### config.mk
export PLATFORM = sky130hd
export DESIGN_NAME = fmap_reader
export DESIGN_NICKNAME = d
export VERILOG_FILES = /design/src/rtl/fmap_reader.sv
export SDC_FILE = /design/constraint.sdc
export NUM_CORES = 1
export LEC_CHECK = 0
export BUFFER_PORTS_ARGS = -buffer_cell sky130_fd_sc_hd__buf_2
export CAP_MARGIN = 15
export CELL_PAD_IN_SITES_DETAIL_PLACEMENT = 0
export CELL_PAD_IN_SITES_GLOBAL_PLACEMENT = 1
export CORE_MARGIN = 1
export CORE_UTILIZATION = 41
export CTS_BUF_LIST = sky130_fd_sc_hd__clkbuf_2 sky130_fd_sc_hd__clkbuf_4 sky130_fd_sc_hd__clkbuf_8
export CTS_CLUSTER_SIZE = 14
export DETAILED_ROUTE_END_ITERATION = 16
export PLACE_DENSITY = 0.83
export SYNTH_ARGS = -nofsm -noshare
export SYNTH_HDL_FRONTEND = slang
export SYNTH_SLANG_ARGS = --single-unit
### constraint.sdc
create_clock -name clk -period 6.01 [get_ports clk]
set_input_delay 1.202 -clock clk [delete_from_list [all_inputs] [get_ports clk]]
set_output_delay 1.202 -clock clk [all_outputs]
set_load 0.02 [all_outputs]
### src/rtl/fmap_reader.sv
// Raster-scan reader for the pooled feature-map bank: two adjacent pixels per beat, all channels,
// streamed through a 2-entry buffer. Define FMAP_ZERO_PAD_EN to add a 1-pixel zero border.
module fmap_reader #(
    parameter int OC         = 7,
    parameter int MAP_W      = 14,
    parameter int MAP_H      = 14,
    parameter int ROW_STRIDE = 14,
    parameter int BASE_ADDR  = 0
) (
    input  logic                 clk,
    input  logic                 rst,
    input  logic                 start,
    output logic                 busy,
    output logic                 done,
    output logic                 load,
    output logic [9:0]           addr1,
    output logic [9:0]           addr2,
    input  logic [(OC+1)*16-1:0] mem_data,
    output logic                 m_valid,
    input  logic                 m_ready,
    output logic [(OC+1)*16-1:0] m_data,
    output logic [1:0]           m_mask,
    output logic                 m_last
);
    localparam int DW = (OC+1)*16;
`ifdef FMAP_ZERO_PAD_EN
    localparam int SW = MAP_W + 2;
    localparam int SH = MAP_H + 2;
    // Row pointer starts one row above the interior so padded row 1 lands on BASE_ADDR.
    localparam logic [9:0] ROW0 = 10'(BASE_ADDR - ROW_STRIDE);
`else
    localparam int SW = MAP_W;
    localparam int SH = MAP_H;
    localparam logic [9:0] ROW0 = 10'(BASE_ADDR);
`endif
    localparam int LAST_C = ((SW - 1) / 2) * 2;
    localparam int LAST_R = SH - 1;
    localparam bit ODD    = (SW % 2 == 1);

    typedef enum logic [1:0] {IDLE, RUN, DRAIN} state_t;
    typedef struct packed {
        logic [DW-1:0] data;
        logic [1:0]    mask;
        logic          last;
    } beat_t;

    state_t      state, state_nx;
    logic [6:0]  row, col;
    logic [9:0]  row_addr, a1;
    logic        last_pair, last_beat, half, issue, pop;
    logic [1:0]  occ;
    logic        rd_ptr, wr_ptr;
    logic        inf_vld, inf_last;
    logic [1:0]  inf_mask;
    beat_t       fifo [2];
    beat_t       wbeat, head;

    assign last_pair = (col == 7'(LAST_C));
    assign last_beat = last_pair && (row == 7'(LAST_R));
    assign half      = ODD && last_pair;
    assign head      = fifo[rd_ptr];
    assign m_valid   = (occ != 2'd0);
    assign pop       = m_valid && m_ready;
    // A slot is free if buffered + in-flight beats, less the one leaving now, stays below 2.
    assign issue     = (state == RUN) &&
                       (({1'b0, occ} + {2'b0, inf_vld}) < (3'd2 + {2'b0, pop}));

`ifdef FMAP_ZERO_PAD_EN
    logic       row_b, z0, z1;
    logic [1:0] inf_zero;
    assign row_b = (row == 7'd0) || (row == 7'(SH - 1));
    assign z0    = row_b || (col == 7'd0) || (col == 7'(SW - 1));
    assign z1    = row_b || (col >= 7'(SW - 2));
    assign a1    = row_addr + 10'(col) - 10'd1;
`else
    assign a1    = row_addr + 10'(col);
`endif

    always_ff @(posedge clk) begin
        if (!rst) state <= IDLE;
        else      state <= state_nx;
    end

    always_comb begin
        state_nx = state;
        unique case (state)
            IDLE:    if (start) state_nx = RUN;
            RUN:     if (issue && last_beat) state_nx = DRAIN;
            DRAIN:   if (done) state_nx = IDLE;
            default: state_nx = IDLE;
        endcase
    end

    always_comb begin
        busy  = (state != IDLE);
        done  = (state == DRAIN) && pop && head.last;
`ifdef FMAP_ZERO_PAD_EN
        load  = issue && !(z0 && z1);
`else
        load  = issue;
`endif
        addr1 = '0;
        addr2 = '0;
        if (state == RUN) begin
            addr1 = a1;
            addr2 = half ? a1 : a1 + 10'd1;
        end
    end

    always_ff @(posedge clk) begin
        if (!rst || state == IDLE) begin
            row      <= '0;
            col      <= '0;
            row_addr <= ROW0;
        end else if (issue) begin
            if (last_pair) begin
                col      <= '0;
                row      <= row + 7'd1;
                row_addr <= row_addr + 10'(ROW_STRIDE);
            end else begin
                col <= col + 7'd2;
            end
        end
    end

    // One-deep read pipeline: tags travel alongside the memory access.
    always_ff @(posedge clk) begin
        if (!rst) begin
            inf_vld  <= 1'b0;
            inf_mask <= '0;
            inf_last <= 1'b0;
        end else begin
            inf_vld  <= issue;
            inf_mask <= half ? 2'b01 : 2'b11;
            inf_last <= last_beat;
        end
    end

`ifdef FMAP_ZERO_PAD_EN
    always_ff @(posedge clk) begin
        if (!rst) inf_zero <= '0;
        else      inf_zero <= {z1, z0};
    end
`endif

    always_comb begin
        wbeat.data = mem_data;
`ifdef FMAP_ZERO_PAD_EN
        for (int i = 0; i <= OC; i++) begin
            if (inf_zero[0]) wbeat.data[16*i +: 8]     = '0;
            if (inf_zero[1]) wbeat.data[16*i + 8 +: 8] = '0;
        end
`endif
        wbeat.mask = inf_mask;
        wbeat.last = inf_last;
    end

    always_ff @(posedge clk) begin
        if (!rst) begin
            occ    <= '0;
            rd_ptr <= 1'b0;
            wr_ptr <= 1'b0;
        end else begin
            occ <= occ + {1'b0, inf_vld} - {1'b0, pop};
            if (inf_vld) wr_ptr <= ~wr_ptr;
            if (pop)     rd_ptr <= ~rd_ptr;
        end
    end

    always_ff @(posedge clk) begin
        if (inf_vld) fifo[wr_ptr] <= wbeat;
    end

    assign m_data = m_valid ? head.data : '0;
    assign m_mask = m_valid ? head.mask : '0;
    assign m_last = m_valid ? head.last : 1'b0;
endmodule

---- Yosys cells after proc, flatten, opt, wreduce, memory -nomap -nowiden ----
Memory sizes are Yosys's and may differ from the RTL's. A register that Yosys moved wholly into a read port is not among the register bits.
Cells that the tools add are included.
word-level totals
  register bits ........................... 34
  input bits .............................. 132
  memories kept ........................... 1
  RAM bits ................................ 262
  output and inout bits ................... 155
operators by class
  reductions and logical operators ........ 13
  add/subtract/negate cells ............... 9
  muxes and demuxes ....................... 15
  magnitude comparators ................... 1
  bitwise operators ....................... 2
  equality and inequality tests ........... 7
memory list
  name  words  bits a word  read ports  clocked after memory_dff  wr ports  line  text
  fifo  2      131          1           1                         1         55    beat_t fifo [2];
operator list
  kind                                           number
  2-to-1 mux 128 bit                             1
  2-to-1 mux 10 bit                              2
  == test 7 x 4 -> 1 bit, second input constant  2
  adder 10 x 1 -> 10 bit, second input constant  1
  adder 10 x 4 -> 10 bit, second input constant  1
  adder 10 x 7 -> 10 bit                         1
  2-to-1 mux 2 bit                               5
  adder 7 x 1 -> 7 bit, second input constant    1
  adder 7 x 2 -> 7 bit, second input constant    1
  2-to-1 mux 7 bit                               1
  logical AND 1 bit                              6
  inequality test 2 bit, second input constant   3
  case mux 2 bit (3 select lines)                1
  2-to-1 mux 1 bit                               5
  nonzero test 2 bit                             2
  adder 2 x 1 -> 3 bit                           1
  adder 2 x 1 -> 3 bit, first input constant     1
  less-than comparator 3 bit                     1
  AND reduction 3 bit                            1
  adder 2 x 1 -> 2 bit                           1
  == test 2 x 1 -> 1 bit, second input constant  1
  == test 2 bit, second input constant           1
  zero test 2 bit                                1
  inverter 1 bit                                 2
  other kinds (4)                                4

---- Depth between registers and ports, before layout ----
Gate-level depths: netlist of run 1.
  word-level depth ........................ 8
  gate-level depth with buffers ........... 8
  mapped depth without buffers ............ 8

---- Worst setup path before layout of run 1 ----
Ideal clock, no wire load.
  path kind ............................... flip-flop to flip-flop
  from .................................... reg inf_vld
  to ...................................... mem fifo[0][0] in the netlist's numbering, enable pin
  buffers on the path ..................... 0
  period minus slack after synthesis ...... 6,488 ps
  library setup time ...................... 624 ps
  path slack .............................. -478 ps
  arrival ................................. 5,865 ps
  cell stages (with the launch flop) ...... 3
  cell sequence ........................... dfxtp_1 -> inv_1 -> nor2_1
on the way
  longest elaborated chain between the ends .. 2
ends and longest elaborated chain
  element                                 line  text
  start, declared                         53    logic inf_vld, inf_last;
  start signal, assigned                  133   inf_vld <= issue;
  2-to-1 mux 1 bit                        171   if (inf_vld) fifo[wr_ptr] <= wbeat;
  2-to-1 mux 1 bit (implied by the code)  171
  end, declared                           55
No other way between the ends.

---- Worst setup path in the final report of run 1 ----
  from .................................... reg col[1]
  to ...................................... out addr1[7]
on the way
  longest elaborated chain between the ends .. 2
ends and longest elaborated chain
  element                 line  text
  start, declared         48    logic [6:0] row, col;
  start signal, assigned  121   col <= col + 7'd2;
  adder 10 x 7 -> 10 bit  76    assign a1 = row_addr + 10'(col);
  2-to-1 mux 10 bit       104   if (state == RUN) begin
  end, declared           16    output logic [9:0] addr1,
No other way between the ends.

==> impl_metrics.yaml, run 1 <==
status:
  status: "completed"
critical_path:
  critPathTopFamily: "compound AO/OA/AOI/OAI gates"
  cp_max_fo: 8
  critPathKind: "reg2out"
  worst-path-buf-inv: 1
  critPathMaxStageDelay_ns: 0.44
  critPathCaptureType: "output port"
  ff2ff_setup_slack_ns: 3.52
  crit_chain: "ha_1 -> fa_1 -> a211oi_1 -> o21bai_1 -> a21oi_1 -> mux2i_1 -> buf_2"
  cp-start-kind: "flop"
  worst_ep_required_time_ns: 4.81
  cp.arrival_ns: 2.83
  cp_slowest_cell: "fa_1"
floorplanning:
  start_util_pct: 42.2
  core-area_um2: 28100
  dieHeight_um: 172
  io_pins: 287
  fp.dieW_um: 172
  die_area_um2: 29600
  rows: 61
power_and_ir_drop:
  power.leakage_nw: 5.54
  total_power_mw: 6.12
  power_density_nw_per_um2: 420
  ir_drop_v: 0.000247
route:
  vias: 7494
  first_iter_violations: 327
  drt-total-wl_um: 25900
  drtAntennaViolNets: 0
  firstDrtPassIters: 5
  drt_drc_violations_left: 0
  vias_per_cell: 4.95
  routedWlPerCell_um: 17.1
timing:
  period_share_pct: 67.2
  skew_ns: 0.0102
  layout_min_cycle_time_ns: 4.04
  fmaxAchievable_mhz: 248
  rsz0062_at_grt: "no"
  slew_headroom_pct: 32.3
  hold_viol: 0
  tns_ns: 0
  setup_viol_count_final: 0
  setup_ws_ns: 1.97
  max_slew.worst_pin.slew_ns: 1.01
  drv_slew: 0
finish:
  layout.nets: 1243
  syn2layout_area_growth_pct: 22.7
  layout_commonest_cell: "buf_2"
  drive_gt1_share_pct: 33.9
  seqCellArea_um2: 8450
  n_fill_cell: 2445
  layout_common_cells: "buf_2 (285), edfxtp_1 (260), nor2_1 (142), mux2i_1 (140), clkbuf_8 (47)"
  final_area_um2: 14600
  multi_input_area_um2: 3190
placement:
  portBuffers: 285
  pre_cts_slack_ns: 2.22
  place_area_um2: 13600
  place.gp.congestion: 0.815
  dpl.hpwl_um: 16900
clock_tree:
  clock_latency_ns: 0.54
  clkSlewWorstSetupHoldPaths_ns: 0.06
  cts_setup_buffers: 0
  numCtsBuffers: 47
  htree_levels: 2
  clkSinkCount: 292
  cts_max_path_buffers: 3
  cts_tree: "yes"
  hold_buffers: 0
  cts_resized: 0
  cts_root_buffer: "clkbuf_8"
grt:
  grt_pass1_wl_um: 38300
  grt_overflow: 0
  antenna_found_initial: 8
  grt_pass1_vias: 7172
  grt_max_degree: 121
  grt_use_total_pct: 16.8
logic_synthesis:
  yosys_warnings: 0
  ys_ff_latch: 292
  synth_top_flop_cell: "edfxtp_1"
  ys_seq_area_share_pct: 71.3
  syn_nets: 946
  synth_edf_count: 260
  synth.distinct_cells: 55
  syn_avg_cell_area_um2: 14.8
  async_reset_ff_share_pct: 0
  synth_cells: 799
  syn-cell-area_um2: 11900
job:
  cap_violations: 0
min_path:
  hold_class: "reg2reg"
cell usage after synthesis, types with 3 or more instances:
master,count,area share [%]
edfxtp_1,260,66
nor2_1,144,4.6
mux2i_1,140,12
dfxtp_1,32,5.4
buf_2,18,0.76
clkbuf_1,18,0.57
nand2_1,17,0.54
nand2b_1,15,0.79
ha_1,14,1.5
and2_1,12,0.63
nand4_1,11,0.58
a211oi_1,8,0.51
o21a_1,8,0.51
o21ai_0,8,0.34
a21oi_1,7,0.30
inv_1,7,0.22
nor3_1,6,0.25
o311ai_0,5,0.37
o41ai_1,5,0.37
a31oi_1,4,0.21
nand3_1,4,0.17
nor4_1,4,0.21
xnor2_1,4,0.30
buf_1,3,0.095
buf_4,3,0.19
nor4_2,3,0.32
o31ai_1,3,0.19
final timing paths:
check            from          end  depth (start not counted)
min          inf_last   fifo[1][0]                          0
max reg2reg    occ[0]  row_addr[8]                          6
min reg2reg  inf_last   fifo[1][0]                          0
max            col[1]     addr1[7]                          7
flip-flops by register name (all words and copies together) (netlist names), named ones only:
register and flops:
col 6, inf_vld 1, row 7, inf_last 1, inf_mask 1, rd_ptr 1, occ 2, state 2
wr_ptr 1, row_addr 9, fifo 260
final cells by class:
| cell class | count | share of cell area (%) |
|---|---|---|
| clock inverter | 16 | 0.696 |
| sequential | 292 | 58.1 |
| clock buffer | 66 | 5.43 |
| antenna | 7 | 0.120 |
| inverter | 8 | 0.206 |
| multi-input combinational | 456 | 21.9 |
| timing repair buffer | 291 | 10.3 |
| tap | 378 | 3.25 |
cell families after synthesis:
logic type      Yosys count  synth area share [%]
simple gates            233                  9.19
fa+ha+maj                15                  1.65
compound gates           62                  3.70
xor+xnor                  4                 0.295
mux                     141                  11.9
other cells               1                0.0316
flops                   292                  71.3
buf+inv                  51                  1.96
layer usage:
metal	vias to the layer above	part of all wire, %	track usage [%]
met5	-	0.10	0
met4	4	2.7	6.81
met3	52	8.7	5.75
met2	253	49	28.2
met1	3594	40	19.8
li1	3591	-	-
per-stage QoR:
stage | hold WS, ns | util [%] | instances
finish | 0.442 | 51.8 | 1514
global route | 0.453 | 51.8 | 1511
detailed placement | 0.428 | 48.6 | 1425
CTS | 0.442 | 51.8 | 1507
global placement | 0.407 | 48.6 | 1425
floorplan | 0.404 | - | 799
report_power, final:
group | leakage (nW) | switching [mW] | internal [mW]
sequential | 2.63 | 0.0497 | 2.34
combinational | 2.43 | 1.45 | 0.670
clock | 0.478 | 0.726 | 0.889
Note: power is estimated with default switching activity, not from simulation.
==> inputs of run 2 (changes only) <==
- ABC_AREA: unset -> 1
- CORE_UTILIZATION: 41 -> 39
- PLACE_DENSITY: 0.83 -> 0.82
- clock period: 6.01 -> 3.59 ns (I/O delays scaled with it)
==> impl_metrics.yaml, run 2 <==
timing:
  setup_viol_count_final: 0
  max_slew.worst_pin.slew_ns: 0.781
  slew_headroom_pct: 47.9
  rsz0062_at_grt: "no"
  period_share_pct: 83.9
  layout_min_cycle_time_ns: 3.01
  skew_ns: 0.0209
  tns_ns: 0
  drv_slew: 0
  hold_viol: 0
  fmaxAchievable_mhz: 332
grt:
  grt_pass1_vias: 7827
  grt_pass1_wl_um: 42700
  grt_overflow: 0
  grtUsageMet1_pct: 22.3
  grt_use_total_pct: 17.9
  top_usage_layer: "met2"
  met3_usage_pct: 4.09
  use_met2_pct: 30.2
  grt_max_degree: 130
  antenna_found_initial: 9
logic_synthesis:
  synth_top_flop_cell: "edfxtp_1"
  synth_cells: 1013
  yosys_warnings: 0
  synth.distinct_cells: 30
  ys_top_cells_by_count: "nand2_1 (341), edfxtp_1 (260), a21oi_1 (167), inv_1 (44), dfxtp_1 (32)"
  syn_avg_cell_area_um2: 11.6
  syn-cell-area_um2: 11700
  yosysTopAreaCell: "edfxtp_1"
  ys_seq_area_share_pct: 72.1
  yosysTopAreaCellShare_pct: 66.6
  async_reset_ff_share_pct: 0
  synth.most_common_cell: "nand2_1"
  ys_ff_latch: 292
  synth_edf_count: 260
  syn_nets: 1160
  synth_area_leaders: "edfxtp_1 (67%), nand2_1 (11%), a21oi_1 (7.1%)"
finish:
  seqCellArea_um2: 8450
  regMostFlops: "fifo"
  reg_top3: "fifo (260), row_addr (9), row (7)"
  largest_reg_flops: 260
  layout_commonest_cell: "nand2_1"
  multi_input_area_um2: 2870
  layout_common_cells: "nand2_1 (341), buf_2 (285), edfxtp_1 (260), a21oi_1 (167), clkbuf_8 (51)"
  drive_gt1_share_pct: 29.4
  layout.nets: 1456
  syn2layout_area_growth_pct: 24.1
  final_area_um2: 14500
  n_fill_cell: 2755
critical_path:
  cp.arrival_ns: 2.29
  r2r-end: "row_addr[4]"
  cp-start-kind: "flop"
  rr_worst_depth: 7
  cp_slowest_cell: "inv_4"
  worst_ep_required_time_ns: 2.87
  r2r-start: "inf_vld"
  critPathKind: "reg2out"
  critPathMaxStageDelay_ns: 0.56
  cp_max_fo: 62
  ff2ff_setup_slack_ns: 1.84
  crit_chain: "inv_1 -> nand2_2 -> inv_4 -> buf_4 -> a21oi_1 -> buf_2"
  critPathCaptureType: "output port"
floorplanning:
  dieHeight_um: 175
  core-area_um2: 29600
  start_util_pct: 39.6
  io_pins: 287
  die_area_um2: 30800
  fp.dieW_um: 175
  rows: 63
clock_tree:
  cts_setup_buffers: 0
  hold_buffers: 0
  htree_levels: 2
  numCtsBuffers: 50
  clock_latency_ns: 0.57
  cts_resized: 0
  cts_root_buffer: "clkbuf_8"
  clkSinkCount: 292
  clkSlewWorstSetupHoldPaths_ns: 0.06
  cts_tree: "yes"
  cts_max_path_buffers: 3
route:
  first_iter_violations: 554
  drtAntennaViolNets: 0
  firstDrtPassIters: 5
  vias_per_cell: 4.79
  vias: 8366
  drt_drc_violations_left: 0
  routedWlPerCell_um: 16.3
  drt-total-wl_um: 28500
placement:
  dpl.hpwl_um: 18100
  place_area_um2: 13600
  portBuffers: 285
  place.gp.congestion: 0.788
status:
  status: "completed"
power_and_ir_drop:
  p_seq_share_pct: 40.0
  total_power_mw: 9.86
  power.share.switching_pct: 36.3
  power.share.clock_pct: 29.2
  p_int_mw: 6.28
  ir_drop_v: 0.000351
  power_density_nw_per_um2: 678
  p_switching_mw: 3.58
  power.leakage_nw: 5.99
  pwr-share-comb_pct: 30.8
job:
  cap_violations: 0
min_path:
  hold_depth: 1
  whs_endpoint: "fifo[0][34]"
  worstHoldStart: "mem_data[31]"
  hold_class: "in2reg"
-- run 2: cell types whose count changed after synthesis, sizes merged, moves of 12 or more --
cell,previous run,this run
nand2b,16,0
a21oi,7,168
nand3,4,20
mux2i,140,0
nand2,17,346
nor2,145,33
inv,8,46
and2,12,0
-- run 2: power groups by stage --
| stage | Combinational, mW | Clock (mW) | Sequential (mW) |
|---|---|---|---|
| detailed placement | 3.07 | 0 | 4.01 |
| global route | 3.29 | 3.11 | 3.95 |
| floorplan | 1.93 | 0 | 4.01 |
| CTS | 3.08 | 2.96 | 3.94 |
| global placement | 3.06 | 0 | 4.01 |
| finish | 3.03 | 2.88 | 3.94 |
-- run 2: final cells by class --
| type | count | area share, % |
|---|---|---|
| antenna | 8 | 0.138 |
| clock inverter | 23 | 0.998 |
| timing repair buffer | 294 | 10.6 |
| tap | 390 | 3.35 |
| multi-input combinational | 622 | 19.8 |
| sequential | 292 | 58.1 |
| inverter | 49 | 1.33 |
| clock buffer | 68 | 5.70 |
-- run 2: per-layer routing --
| metal | part of all wire, % | vias up |
|---|---|---|
| met2 | 50 | 259 |
| met4 | 2.7 | 2 |
| met5 | 0.028 | - |
| li1 | - | 4109 |
| met1 | 41 | 3938 |
| met3 | 6.6 | 58 |
-- run 2: metrics by stage --
stage                     utilization (%)  setup WS (ns)  hold WS, ns  std cells
after floorplan                         -          0.139        0.404       1013
after global placement               45.7           1.15        0.409       1647
after detailed placement             45.7           1.13        0.416       1647
after CTS                            49.0          0.526        0.294       1738
after global routing                 49.1          0.368        0.304       1744
final                                49.1          0.579        0.337       1746
-- run 2: how the worst max path moves through the flow --
stage	start	end	slack (ns)	depth (start not counted)
final	occ[1]	m_data[24]	0.58	6
after global routing	row_addr[3]	addr2[8]	0.37	9
after CTS	row_addr[3]	addr2[8]	0.53	9
after detailed placement	occ[0]	m_data[102]	1.13	6
after global placement	occ[1]	m_data[105]	1.15	6
after floorplan	wr_ptr	fifo[1][0]	0.14	2
-- run 2: cell families after synthesis --
group           Yosys count  share of synthesized area [%]
fa+ha+maj                15                           1.66
flops                   292                           72.1
buf+inv                  99                           3.49
xor+xnor                 10                          0.747
simple gates            417                           14.3
other cells               1                         0.0320
compound gates          179                           7.69
-- run 2: worst max-delay path, delay by kind of cell, from the launching register on --
| kind | cells | cell delay (ns) |
|---|---|---|
| AOI/OAI and AO/OA | 1 | 0.08 |
| buffers and inverters | 4 | 1.20 |
| DFF | 1 | 0.33 |
| and+or+nand+nor | 1 | 0.08 |
==> inputs of run 3 (changes only) <==
- CORE_UTILIZATION: 39 -> 43
- PLACE_DENSITY: 0.82 -> 0.86
- clock period: 3.59 -> 2.8 ns (I/O delays scaled with it)
==> impl_metrics.yaml, run 3 (same netlist as run 2, synthesis figures left out) <==
timing:
  skew_ns: 0.0220
  layout_min_cycle_time_ns: 2.70
  setup_ws_ns: 0.101
  hold_viol: 0
  rsz0062_at_grt: "yes"
  fmaxAchievable_mhz: 370
  slew_headroom_pct: 47.6
  setup_viol_count_final: 0
  max_slew.worst_pin.slew_ns: 0.786
  period_share_pct: 96.4
  drv_slew: 0
  whs_ns: 0.180
clock_tree:
  clkSinkCount: 292
  htree_levels: 2
  numCtsBuffers: 49
  cts_tree: "yes"
  hold_buffers: 0
  clkSlewWorstSetupHoldPaths_ns: 0.06
  clock_latency_ns: 0.56
  cts_root_buffer: "clkbuf_8"
  cts_max_path_buffers: 3
floorplanning:
  fp.dieW_um: 167
  core-area_um2: 26900
  rows: 60
  dieHeight_um: 167
  io_pins: 287
  start_util_pct: 43.6
  die_area_um2: 27900
route:
  wl_met2_um: 14200
  wl_met3_um: 1780
  vias_per_cell: 5.02
  routedWlPerCell_um: 16.9
  drt_drc_violations_left: 0
  drtAntennaViolNets: 0
  first_iter_violations: 685
  firstDrtPassIters: 4
  met1_length_um: 12100
  drt-total-wl_um: 28800
  vias: 8562
  highest_layer: "met4"
critical_path:
  cp.arrival_ns: 2.14
  worst_ep_required_time_ns: 2.24
  rr_worst_depth: 7
  critPathCaptureType: "output port"
  critPathKind: "reg2out"
  ff2ff_setup_slack_ns: 1.08
  r2r-start: "inf_vld"
  r2r-end: "row[4]"
  cp_max_fo: 6
  cp-start-kind: "flop"
finish:
  layout.nets: 1468
  syn2layout_area_growth_pct: 25.9
  largest_reg_flops: 260
  layout_common_cells: "nand2_1 (340), buf_2 (283), edfxtp_1 (260), a21oi_1 (163), clkbuf_8 (52)"
  seqCellArea_um2: 8470
  reg_top3: "fifo (260), row_addr (9), row (7)"
  drive_gt1_share_pct: 31.4
  layout_commonest_cell: "nand2_1"
  regMostFlops: "fifo"
  n_fill_cell: 2301
  fin_cells: 1707
  multi_input_area_um2: 2950
min_path:
  hold_depth: 1
  whs_endpoint: "inf_mask[0]"
  worstHoldStart: "rst"
  hold_class: "in2reg"
grt:
  grt_max_degree: 130
  antenna_found_initial: 4
  grt_pass1_vias: 8083
  grt_overflow: 0
  grt_use_total_pct: 19.8
  grt_pass1_wl_um: 43300
placement:
  portBuffers: 285
  pre_cts_slack_ns: 0.509
  place.gp.congestion: 0.816
  dp_cells: 1608
  dpl.hpwl_um: 18300
power_and_ir_drop:
  total_power_mw: 13.0
  power_density_nw_per_um2: 881
  power.leakage_nw: 6.08
  ir_drop_v: 0.000518
status:
  status: "completed"
job:
  cap_violations: 0
[run 3: area by class of cell]
cell class | count | share of cell area [%]
clock inverters | 23 | 1.25
inverters | 49 | 1.34
flip-flops and latches | 292 | 57.4
diodes | 4 | 0.0678
clock buffers | 69 | 5.71
multi-input cells | 622 | 20.0
repair buffers | 307 | 11.4
well taps | 341 | 2.89
[run 3: worst max path at each step]
stage	from	to	slack, ns	depth (start not counted)
floorplan	inf_vld	fifo[0][0]	0.04	2
finish	row_addr[6]	addr2[8]	0.10	7
CTS	col[5]	addr1[6]	0.005	7
detailed placement	col[1]	addr2[9]	0.51	9
global placement	col[1]	addr2[9]	0.53	8
global route	col[6]	addr2[9]	-0.02	7
[run 3: per-layer routing]
| layer | global-route usage (%) | up-vias |
|---|---|---|
| li1 | - | 4114 |
| met1 | 25.2 | 4106 |
| met2 | 33.8 | 295 |
| met3 | 3.97 | 47 |
| met4 | 7.13 | 0 |
| met5 | 0 | - |
[run 3: power by group]
group          total [mW]  leakage [nW]  internal (mW)  switching (mW)
clock network        3.90         0.547           2.23            1.66
registers            5.06          2.63           4.99          0.0689
logic                4.05          2.91           1.13            2.92
total                13.0          6.08           8.35            4.65
[run 3: timing repair]
action	4_1_cts	5_1_grt
pin swaps	0	5
setup endpoints to repair	6	23
endpoints found under the hold margin	0	0
setup buffers	0	3
resized for setup	6	22
[run 3: critical path, cell delays in order, from the launching register on]
cell and delay, ns:
dfxtp_1 0.36, ha_1 0.37, nand2_1 0.08, or2_2 0.30, nand3_1 0.09, nor2_1 0.06
nor2_1 0.14, buf_2 0.18
[run 3: per-stage QoR]
stage,cell area (um^2),TNS (ns),utilization [%]
3_3_place_gp,13600,0,50.6
3_5_place_dp,13600,0,50.6
6_report,14800,0,54.9
5_1_grt,14800,-0.0190,54.9
4_1_cts,14600,0,54.5
2_1_floorplan,11700,0,-
